$ cat config.mk
export PLATFORM = sky130hd
export DESIGN_NAME = rope_engine
export DESIGN_NICKNAME = d
export VERILOG_FILES = /design/src/rtl/gm_pkg.sv /design/src/rtl/rope_trig_lut.sv /design/src/rtl/rope_engine.sv
export SDC_FILE = /design/constraint.sdc
export NUM_CORES = 1
export LEC_CHECK = 0
export BUFFER_PORTS_ARGS = -buffer_cell sky130_fd_sc_hd__clkbuf_2
export CAP_MARGIN = 25
export CELL_PAD_IN_SITES_DETAIL_PLACEMENT = 1
export CELL_PAD_IN_SITES_GLOBAL_PLACEMENT = 1
export CORE_MARGIN = 10
export CORE_UTILIZATION = 45
export DETAILED_ROUTE_END_ITERATION = 10
export PLACE_DENSITY_LB_ADDON = 0.2
export SYNTH_ARGS = -nofsm -noshare
export SYNTH_HDL_FRONTEND = slang
export SYNTH_SLANG_ARGS = --single-unit
$ cat constraint.sdc
create_clock -name clock -period 13.9 [get_ports clock]
set_clock_uncertainty 0.2 [all_clocks]
set_input_delay 2.78 -clock clock [delete_from_list [all_inputs] [get_ports clock]]
set_output_delay 2.78 -clock clock [all_outputs]
set_load 0.01 [all_outputs]
$ cat src/rtl/gm_pkg.sv
`timescale 1ns/1ps
`default_nettype none
// +----------------------------------------------------------------------+
// | gm_pkg: shared Gold Miner types, screen bounds and fixed-point width. |
// | Revision: 1.0                                                        |
// +----------------------------------------------------------------------+
package gm_pkg;

  typedef enum logic [2:0] {
    SWING_CCW = 3'd0,
    SWING_CW  = 3'd1,
    EXTEND    = 3'd2,
    RETRACT   = 3'd3,
    DELIVER   = 3'd4
  } rope_state_t;

  localparam int SCREEN_W = 320;
  localparam int SCREEN_H = 240;
  localparam int FRAC_W   = 7;

  // Heavier items pull back slower, but the rope always moves at least 1 px.
  function automatic logic [9:0] retract_step(input logic [9:0] speed,
                                              input logic [1:0] weight);
    logic [9:0] s;
    s = speed >> weight;
    return (s == 10'd0) ? 10'd1 : s;
  endfunction

endpackage
`default_nettype wire

$ cat src/rtl/rope_trig_lut.sv
`timescale 1ns/1ps
`default_nettype none
// +----------------------------------------------------------------------+
// | rope_trig_lut: 0..180 degree sin/cos ROM, signed Q1.7 outputs.       |
// | Revision: 1.0                                                        |
// +----------------------------------------------------------------------+
module rope_trig_lut (
  input  logic [7:0]        degree,
  output logic signed [7:0] sin_q,
  output logic signed [7:0] cos_q
);

  // Quarter-wave magnitude round(128*sin(a)); full scale saturates to 127.
  localparam logic [6:0] QTAB [0:90] = '{
    7'd0,   7'd2,   7'd4,   7'd7,   7'd9,   7'd11,  7'd13,  7'd16,  7'd18,  7'd20,
    7'd22,  7'd24,  7'd27,  7'd29,  7'd31,  7'd33,  7'd35,  7'd37,  7'd40,  7'd42,
    7'd44,  7'd46,  7'd48,  7'd50,  7'd52,  7'd54,  7'd56,  7'd58,  7'd60,  7'd62,
    7'd64,  7'd66,  7'd68,  7'd70,  7'd72,  7'd73,  7'd75,  7'd77,  7'd79,  7'd81,
    7'd82,  7'd84,  7'd86,  7'd87,  7'd89,  7'd91,  7'd92,  7'd94,  7'd95,  7'd97,
    7'd98,  7'd99,  7'd101, 7'd102, 7'd104, 7'd105, 7'd106, 7'd107, 7'd109, 7'd110,
    7'd111, 7'd112, 7'd113, 7'd114, 7'd115, 7'd116, 7'd117, 7'd118, 7'd119, 7'd119,
    7'd120, 7'd121, 7'd122, 7'd122, 7'd123, 7'd124, 7'd124, 7'd125, 7'd125, 7'd126,
    7'd126, 7'd126, 7'd127, 7'd127, 7'd127, 7'd127, 7'd127, 7'd127, 7'd127, 7'd127,
    7'd127
  };

  logic [7:0] deg_c;
  logic [6:0] sin_idx;
  logic [6:0] cos_idx;
  logic [6:0] sin_mag;
  logic [6:0] cos_mag;

  always_comb begin
    deg_c = (degree > 8'd180) ? 8'd180 : degree;
    if (deg_c <= 8'd90) begin
      sin_idx = deg_c[6:0];
      cos_idx = 7'(8'd90 - deg_c);
    end else begin
      sin_idx = 7'(8'd180 - deg_c);
      cos_idx = 7'(deg_c - 8'd90);
    end
    sin_mag = QTAB[sin_idx];
    cos_mag = QTAB[cos_idx];
    sin_q   = $signed({1'b0, sin_mag});
    cos_q   = (deg_c > 8'd90) ? -$signed({1'b0, cos_mag}) : $signed({1'b0, cos_mag});
  end

endmodule
`default_nettype wire

$ cat src/rtl/rope_engine.sv
`timescale 1ns/1ps
`default_nettype none
// +----------------------------------------------------------------------+
// | rope_engine: swing/extend/retract rope FSM with registered tip math. |
// | Revision: 1.0                                                        |
// +----------------------------------------------------------------------+
module rope_engine #(
  parameter int ORIGIN_X  = 160,
  parameter int ORIGIN_Y  = 45,
  parameter int LEN_MIN   = 12,
  parameter int LEN_MAX   = 200,
  parameter int DEG_MIN   = 10,
  parameter int DEG_MAX   = 170,
  parameter int EXT_SPEED = 4
) (
  input  logic       clock,
  input  logic       resetn,
  input  logic       enable,
  input  logic       tick,
  input  logic       fire_key,
  input  logic       hit,
  input  logic [1:0] hit_weight,
  output logic [2:0] state,
  output logic [7:0] degree,
  output logic [9:0] rope_len,
  output logic [9:0] endX,
  output logic [9:0] endY,
  output logic       grabbed,
  output logic       delivered
);

  import gm_pkg::*;

  localparam logic [9:0]        L_MIN = 10'(LEN_MIN);
  localparam logic [9:0]        L_MAX = 10'(LEN_MAX);
  localparam logic [7:0]        D_MIN = 8'(DEG_MIN);
  localparam logic [7:0]        D_MAX = 8'(DEG_MAX);
  localparam logic [9:0]        SPEED = 10'(EXT_SPEED);
  localparam logic signed [18:0] OX   = 19'(ORIGIN_X);
  localparam logic signed [18:0] OY   = 19'(ORIGIN_Y);
  localparam logic signed [18:0] X_HI = 19'(SCREEN_W - 1);
  localparam logic signed [18:0] Y_HI = 19'(SCREEN_H - 1);

  rope_state_t st;
  logic [1:0]  weight;
  logic        fire_prev;
  logic        off_screen;
  logic        fire_rise;
  logic [9:0]  step_len;

  logic signed [7:0]  sin_q;
  logic signed [7:0]  cos_q;
  logic signed [17:0] prod_x;
  logic signed [17:0] prod_y;
  logic signed [18:0] sum_x;
  logic signed [18:0] sum_y;
  logic [9:0]         clamp_x;
  logic [9:0]         clamp_y;
  logic               oob;

  rope_trig_lut u_lut (
    .degree (degree),
    .sin_q  (sin_q),
    .cos_q  (cos_q)
  );

  assign state     = st;
  assign fire_rise = fire_key & ~fire_prev;
  assign step_len  = retract_step(SPEED, grabbed ? weight : 2'd0);

  // Wall detection uses the unclamped sums so a tip past x=0 is still seen.
  always_comb begin
    prod_x = $signed({8'd0, rope_len}) * $signed({{10{cos_q[7]}}, cos_q});
    prod_y = $signed({8'd0, rope_len}) * $signed({{10{sin_q[7]}}, sin_q});
    sum_x  = OX + ($signed({prod_x[17], prod_x}) >>> FRAC_W);
    sum_y  = OY + ($signed({prod_y[17], prod_y}) >>> FRAC_W);
    if (sum_x < 19'sd0)         clamp_x = 10'd0;
    else if (sum_x > 19'sd1023) clamp_x = 10'd1023;
    else                        clamp_x = sum_x[9:0];
    if (sum_y < 19'sd0)         clamp_y = 10'd0;
    else if (sum_y > 19'sd1023) clamp_y = 10'd1023;
    else                        clamp_y = sum_y[9:0];
    oob = (sum_x < 19'sd0) || (sum_x > X_HI) || (sum_y < 19'sd0) || (sum_y > Y_HI);
  end

  always_ff @(posedge clock or negedge resetn) begin
    if (!resetn) begin
      st         <= SWING_CCW;
      degree     <= 8'd90;
      rope_len   <= L_MIN;
      endX       <= 10'(ORIGIN_X);
      endY       <= 10'(ORIGIN_Y + LEN_MIN);
      off_screen <= 1'b0;
      grabbed    <= 1'b0;
      delivered  <= 1'b0;
      weight     <= 2'd0;
      fire_prev  <= 1'b0;
    end else begin
      fire_prev <= fire_key;
      if (enable) begin
        endX       <= clamp_x;
        endY       <= clamp_y;
        off_screen <= oob;
        unique case (st)
          SWING_CCW: begin
            if (fire_rise) begin
              st <= EXTEND;
            end else if (tick) begin
              if (degree >= D_MAX - 8'd1) begin
                degree <= D_MAX;
                st     <= SWING_CW;
              end else begin
                degree <= degree + 8'd1;
              end
            end
          end
          SWING_CW: begin
            if (fire_rise) begin
              st <= EXTEND;
            end else if (tick) begin
              if (degree <= D_MIN + 8'd1) begin
                degree <= D_MIN;
                st     <= SWING_CCW;
              end else begin
                degree <= degree - 8'd1;
              end
            end
          end
          EXTEND: begin
            if (hit) begin
              weight  <= hit_weight;
              grabbed <= 1'b1;
              st      <= RETRACT;
            end else if (rope_len >= L_MAX || off_screen) begin
              st <= RETRACT;
            end else if (tick) begin
              rope_len <= (rope_len >= L_MAX - SPEED) ? L_MAX : rope_len + SPEED;
            end
          end
          RETRACT: begin
            if (rope_len <= L_MIN) begin
              st        <= grabbed ? DELIVER : SWING_CCW;
              delivered <= grabbed;
            end else if (tick) begin
              rope_len <= (rope_len <= L_MIN + step_len) ? L_MIN : rope_len - step_len;
            end
          end
          DELIVER: begin
            delivered <= 1'b0;
            grabbed   <= 1'b0;
            weight    <= 2'd0;
            st        <= SWING_CCW;
          end
          default: st <= SWING_CCW;
        endcase
      end
    end
  end

endmodule
`default_nettype wire

Yosys cells after proc, flatten, opt, wreduce, memory -nomap -nowiden

Memory sizes are Yosys's and may differ from the RTL's.
Index checks and enable logic that the tools add are counted.

Flip-flop bits (word level): 47
Bits in read-only memories: 1792
Input port bits: 8
Output and inout bits: 43
Logic and storage cells: 128
Memories kept: 2

Memories:

| name             | depth | width | read ports | clocked after memory_dff | write ports | RTL line            | source |
|---|---|---|---|---|---|---|---|
| (name not given) | 128   | 7     | 1          | 0                        | 0           | rope_trig_lut.sv:43 | `cos_mag = QTAB[cos_idx];` |
| (name not given) | 128   | 7     | 1          | 0                        | 0           | rope_trig_lut.sv:42 | `sin_mag = QTAB[sin_idx];` |

Add/subtract/negate cells: 11
$mul: 2
$lt $le $gt $ge: 17
Eq/ne operators: 20
Shift-type cells: 1
Mux-type cells: 46
Bitwise gates (word level): 4
Reduce and logical (&&, ||, !) cells: 15

Operators by type and width:

| kind                  | count |
|---|---|
| $mux 10               | 12 |
| $mux 8                | 8 |
| $mux 7                | 6 |
| $mux 3                | 10 |
| $ge 8x8->1 const B    | 3 |
| $ne 2x2->1 const B    | 11 |
| $ge 10x8->1 const B   | 2 |
| $pmux 10 s2           | 1 |
| $mul 11x8->18         | 1 |
| $mul 10x7->17         | 1 |
| $not 7->8             | 2 |
| $pmux 8 s2            | 1 |
| $ne 3x3->1 const B    | 5 |
| $reduce_and 7->1      | 2 |
| $add 9x11->12 const A | 1 |
| $gt 12x10->1 const B  | 1 |
| $gt 12x11->1 const B  | 1 |
| $lt 12x1->1 const B   | 1 |
| $pmux 3 s4            | 1 |
| $add 6x10->11 const A | 1 |
| $gt 11x10->1 const B  | 1 |
| $gt 11x8->1 const B   | 1 |
| $lt 11x1->1 const B   | 1 |
| $add 10x3->10 const B | 1 |
| other kinds (30)      | 41 |

Longest topological paths before layout

Word-level depth: 16
Gate-level depth with buffers: 48
Mapped depth without buffers: 46

By module

Synthesis repeated with hierarchy kept, for this count alone.

Cells, all modules: 1402
Area, all modules: 11350.9 um^2

By module, submodules not included:

| module        | instances | cells each | area each (um^2) | sequential area each (um^2) |
|---|---|---|---|---|
| rope_engine   | 1         | 1019       | 8805.9           | 1191.1 |
| rope_trig_lut | 1         | 383        | 2544.9           | 0.0 |

Worst setup path after synthesis

No wires, ideal clock.

Path kind: reg-to-reg
Start point: register degree[0]
End point: register endX[7]
Library setup time: 78 ps
Arrival time: 10309 ps
Data required time: 13622 ps
Path slack: 3313 ps
Stages on the path, launching flop included: 45
Buffers on the path: 2
Period minus slack after synthesis: 10587 ps
Path through: dfrtp_1 -> buf_2 -> clkinv_1 -> ha_1 -> o311a_4 -> nand2_1 -> ha_1 -> and2b_4 -> o211ai_4 -> nand2_2 -> a21boi_1 -> ha_1 -> o21ai_0 -> mux2_2 -> a22o_1 -> a211oi_2 -> inv_1 -> ha_1 -> [... 9 more ...] -> fa_1 -> inv_1 -> ha_1 -> nand2_1 -> nor3_1 -> o31a_1 -> o211a_1 -> o21a_1 -> o21ai_0 -> nand2b_1 -> a21o_1 -> o21ai_0 -> nand2_1 -> a211oi_1 -> xnor2_1 -> clkbuf_1 -> nor2_1 -> o22ai_1

Cells in the longest elaborated chain, start to end: 15
Elaborated cells on any way between the ends: 19
Those cells by class: 4 x add/sub; 1 x mul; 5 x order compare; 7 x mux; 1 x bitwise; 1 x memory

RTL lines:

| item                                      | RTL line            | source |
|---|---|---|
| from (decl)                               | rope_engine.sv:24   | `output logic [7:0] degree,` |
| from (signal assigned)                    | rope_engine.sv:113  | `degree <= degree + 8'd1;` |
| from (signal assigned)                    | rope_engine.sv:125  | `degree <= degree - 8'd1;` |
| $gt 8x8->1                                | rope_trig_lut.sv:34 | `deg_c = (degree > 8'd180) ? 8'd180 : degree;` |
| $mux 8 (*)                                | rope_trig_lut.sv:34 |  |
| $sub 7x7->7 (tied with other cells)       | rope_trig_lut.sv:40 | `cos_idx = 7'(deg_c - 8'd90);` |
| $mux 7                                    | rope_trig_lut.sv:35 | `if (deg_c <= 8'd90) begin` |
| $not 7->8 (not written as such)           | rope_trig_lut.sv:43 |  |
| $mem_v2 128x7                             | -                   |  |
| $mux 7 (not written as such) (2 in a row) | rope_trig_lut.sv:43 |  |
| $neg 7->8                                 | rope_trig_lut.sv:45 | `cos_q = (deg_c > 8'd90) ? -$signed({1'b0, cos_mag}) : $signed({1'b0, cos_mag});` |
| $mux 8 (*)                                | rope_trig_lut.sv:45 |  |
| $mul 11x8->18 (*)                         | rope_engine.sv:73   | `prod_x = $signed({8'd0, rope_len}) * $signed({{10{cos_q[7]}}, cos_q});` |
| $add 9x11->12 (*)                         | rope_engine.sv:75   | `sum_x = OX + ($signed({prod_x[17], prod_x}) >>> FRAC_W);` |
| $gt 12x11->1                              | rope_engine.sv:78   | `else if (sum_x > 19'sd1023) clamp_x = 10'd1023;` |
| $mux 10                                   | rope_engine.sv:78   |  |
| $mux 10 (*)                               | rope_engine.sv:77   | `if (sum_x < 19'sd0) clamp_x = 10'd0;` |
| to (signal assigned)                      | rope_engine.sv:91   | `endX <= 10'(ORIGIN_X);` |
| to (signal assigned)                      | rope_engine.sv:101  | `endX <= clamp_x;` |
| to (decl)                                 | rope_engine.sv:26   | `output logic [9:0] endX,` |

Mark *: on every way between the ends. The rest lies on a longest branch, timed or not. The select of a mux whose other input is x is not followed.
A chain may end at the register's enable or synchronous reset.

Worst setup path in the final report

Start point: register degree[0]
End point: register off_screen

Cells in the longest elaborated chain, start to end: 16
Elaborated cells on any way between the ends: 30
Those cells by class: 6 x add/sub; 2 x mul; 7 x order compare; 8 x mux; 2 x bitwise; 3 x reduce/logical; 2 x memory

RTL lines:

| item                                               | RTL line            | source |
|---|---|---|
| $gt 8x8->1                                         | rope_trig_lut.sv:34 |  |
| $mux 8 (*)                                         | rope_trig_lut.sv:34 |  |
| $sub 7x7->7 (tied with other cells)                | rope_trig_lut.sv:40 |  |
| $mux 7                                             | rope_trig_lut.sv:35 |  |
| $not 7->8 (not written as such)                    | rope_trig_lut.sv:43 |  |
| $mem_v2 128x7                                      | -                   |  |
| $mux 7 (not written as such) (2 in a row)          | rope_trig_lut.sv:43 |  |
| $neg 7->8                                          | rope_trig_lut.sv:45 |  |
| $mux 8                                             | rope_trig_lut.sv:45 |  |
| $mul 11x8->18                                      | rope_engine.sv:73   |  |
| $add 9x11->12                                      | rope_engine.sv:75   |  |
| $lt 12x1->1 / $gt 12x10->1 (equally long branches) | rope_engine.sv:83   | `oob = (sum_x < 19'sd0) \|\| (sum_x > X_HI) \|\| (sum_y < 19'sd0) \|\| (sum_y > Y_HI);` |
| $logic_or 1x1->1 (2 in a row)                      | rope_engine.sv:83   |  |
| $logic_or 1x1->1 (*)                               | rope_engine.sv:83   |  |
| to (signal assigned)                               | rope_engine.sv:103  | `off_screen <= oob;` |
| to (decl)                                          | rope_engine.sv:47   | `logic off_screen;` |

Marks and branches as above.

==> metrics.md <==
| Metric | Value |
|---|---|
| Post-cts hold buffer count | `0` |
| Total wire length | `33100 um` |
| Final worst path period share | `0.925` |
| Relative slew slack | `0.285` |
| Cts bufs inserted | `5` |
| Synth Instances | `1342` |
| Final slew viol count | `0` |
| Hold Path Depth | `2` |
| Reg2reg end | `off_screen$_DFFE_PN0P_` |
| Setup tns final | `0 ns` |
| Starting density of the core | `0.457` |
| Outcome | `finished clean` |
| Largest net degree at the start of global routing | `48` |
| Layout area overhead | `5.93%` |
| Setup-failing EPs final | `0` |
| Hold Crit Class | `flip-flop to flip-flop` |
| Yosys warnings | `0` |
| Clock latency on the worst-skew pair | `0.30 ns` |
| Dpl cells | `1659` |
| Post-cts resize count | `0` |
| Die Span Y | `174 um` |
| Number of remaining DRC errors | `0` |
| Vias in the first global route | `10600` |
| Sink Count | `47` |
| First-pass DRT Iterations | `7` |
| Wirelength per Cell | `19.8 um` |
| Mean post-synth cell area | `7.97 sq um` |
| Required time of the critical path | `13.87 ns` |
| Ant diodes | `0` |
| Slew @ Worst Pin | `1.04 ns` |
| Layout cells sized above 1 | `0.107` |
| Worst R2R Path Depth | `42` |
| Clock-pin slew on the worst setup and hold paths | `0.07 ns` |
| DRT iter0 DRCs | `690` |
| Antenna Nets Post-Route | `0` |
| Via count | `9889` |
| Seq/Total Area, Yosys | `0.111` |
| Met3 usage in global routing | `0.0232` |
| Non-Filler Instances | `1667` |
| HPWL Detailed | `25800 um` |
| Post-Syn Area | `10700 sq um` |
| CP Launch Type | `flip-flop` |
| Synth area leaders | `fa_1 16%, ha_1 13%, dfrtp_1 8.2%` |
| Core area | `23400 sq um` |
| Post-Syn Nets | `1551` |
| R2R Setup Slk | `1.04 ns` |
| Arrival @ worst endpoint | `12.82 ns` |
| IO buf count | `50` |
| Most frequent cells in the layout | `141 x inv_1, 137 x nand2_1, 115 x ha_1` |
| First-pass GRT wire length | `56200 um` |
| Hold Slack | `0.281 ns` |
| R2r startpoint | `degree[0]$_DFFE_PN0P_` |
| Final core utilization | `0.484` |
| Hold path start | `endX[7]$_DFFE_PN1P_` |
| Highest cell delay on the worst timing path | `0.65 ns` |
| Netlist cell types | `109` |
| GRT Max-Usage Layer | `met2` |
| Total gr overflow | `0` |
| Largest area contributor in the netlist | `fa_1` |
| Fin crit period | `12.86 ns` |
| EDFF count, synth | `0` |
| Crit. End Element | `flip-flop` |
| Synth Register Bits | `47` |
| GP Congestion | `0.855` |
| CTS tree | `done` |
| Most common cell after layout, fill and taps aside | `inv_1` |
| Nets | `1556` |
| GRT met1 Usage | `0.279` |
| Clock Tree Root | `clkbuf_16` |
| Number of H-tree levels | `2` |
| Slowest CP cell | `dfrtp_1` |
| Post-CTS Setup Bufs | `0` |
| Std-Cell Rows | `56` |
| Met2 Use GR | `0.393` |
| Ports | `51` |
| Ys flop type | `dfrtp_1` |
| Vias/cell | `5.93` |
| Max-Cap Viols | `0` |
| Fmax | `77.8 MHz` |
| Critical path type | `flip-flop to flip-flop` |
| Hold Vio Cnt, Final | `0` |
| Hold Path End | `endX[7]$_DFFE_PN1P_` |
| Initial antenna violation count | `0` |
| GRT Util Overall | `0.220` |
| CP Max Fanout | `22` |
| Most used cell, CP | `inv_1` |
| Yosys top cell area share | `0.161` |
| Die Wd | `174 um` |
| Ys async rst share | `1.00` |
| Max Root-Sink Buffers | `2` |
| Full die area | `30300 sq um` |
[kinds of logic after synthesis]
kind of cell,after synthesis,share of synthesized area
AO/OA/AOI/OAI,343,0.241
multiplexers,14,0.0144
adder cells (fa/ha/maj),201,0.296
buffers and inverters,212,0.0784
AND/OR/NAND/NOR,479,0.221
flip-flops,47,0.111
XOR/XNOR,46,0.0384
[routing by layer]
layer | wire, um | vias to the layer above
met1 | 14800 | 5000
met3 | 916 | 30
met5 | 0 | -
met2 | 16900 | 146
met4 | 447 | 0
li1 | - | 4713
[cell usage after synthesis, types with 14 or more instances]
cell type,number
a211oi_1,14
a21oi_1,64
a31oi_1,16
and2_1,51
clkbuf_1,42
dfrtp_1,35
fa_1,86
ha_1,115
inv_1,141
nand2_1,137
nand2b_1,17
nand3_1,30
nor2_1,111
nor2b_1,27
nor3_1,36
o211ai_1,17
o21ai_0,48
o22ai_1,22
xnor2_1,32
[cell type report]
class                   instances  area, sq um
clock buffers                   7          133
clock inverters                 1         30.0
fillers                      2961        12100
inverters                     146          548
multi-input cells            1083         8670
flip-flops and latches         47         1190
well taps                     319          399
repair buffers                 64          355
[state kept, by name, indices dropped and copies added, names as in the netlist]
register	flops
off_screen	1
endX	10
state	3
fire_prev	1
degree	8
endY	10
weight	2
rope_len	10
delivered	1
grabbed	1
[critical path: cells and delay by family (launching register included)]
kind                       cells  cell delay [ns]
DFF                            1             0.65
muxes                          1             0.29
adders and majority gates      8             3.28
and+or+nand+nor                9             1.76
xor gates and xnor gates       2             0.91
buffers and inverters          6             1.31
AOI/OAI and AO/OA             16             4.28
[through the flow]
stage	area, sq um	setup slack [ns]
global placement	11200	1.66
CTS	11300	1.01
floorplan	10700	3.31
detailed placement	11200	1.08
global route	11300	-0.00806
finish	11300	1.04
[how the worst max path moves through the flow]
stage / from / to / slack, ns / depth (start not counted)
final: degree[0]$_DFFE_PN0P_ / off_screen$_DFFE_PN0P_ / 1.04 / 42
after detailed placement: degree[0]$_DFFE_PN0P_ / off_screen$_DFFE_PN0P_ / 1.08 / 42
after CTS: degree[0]$_DFFE_PN0P_ / off_screen$_DFFE_PN0P_ / 1.01 / 42
after global placement: degree[0]$_DFFE_PN0P_ / off_screen$_DFFE_PN0P_ / 1.66 / 42
after floorplan: degree[0]$_DFFE_PN0P_ / endX[7]$_DFFE_PN1P_ / 3.31 / 44
after global routing: degree[0]$_DFFE_PN0P_ / off_screen$_DFFE_PN0P_ / -0.008 / 42
Power is left out: the tool's default activity adds up to more than one toggle a clock period on the data nets, which glitch-free logic cannot reach.
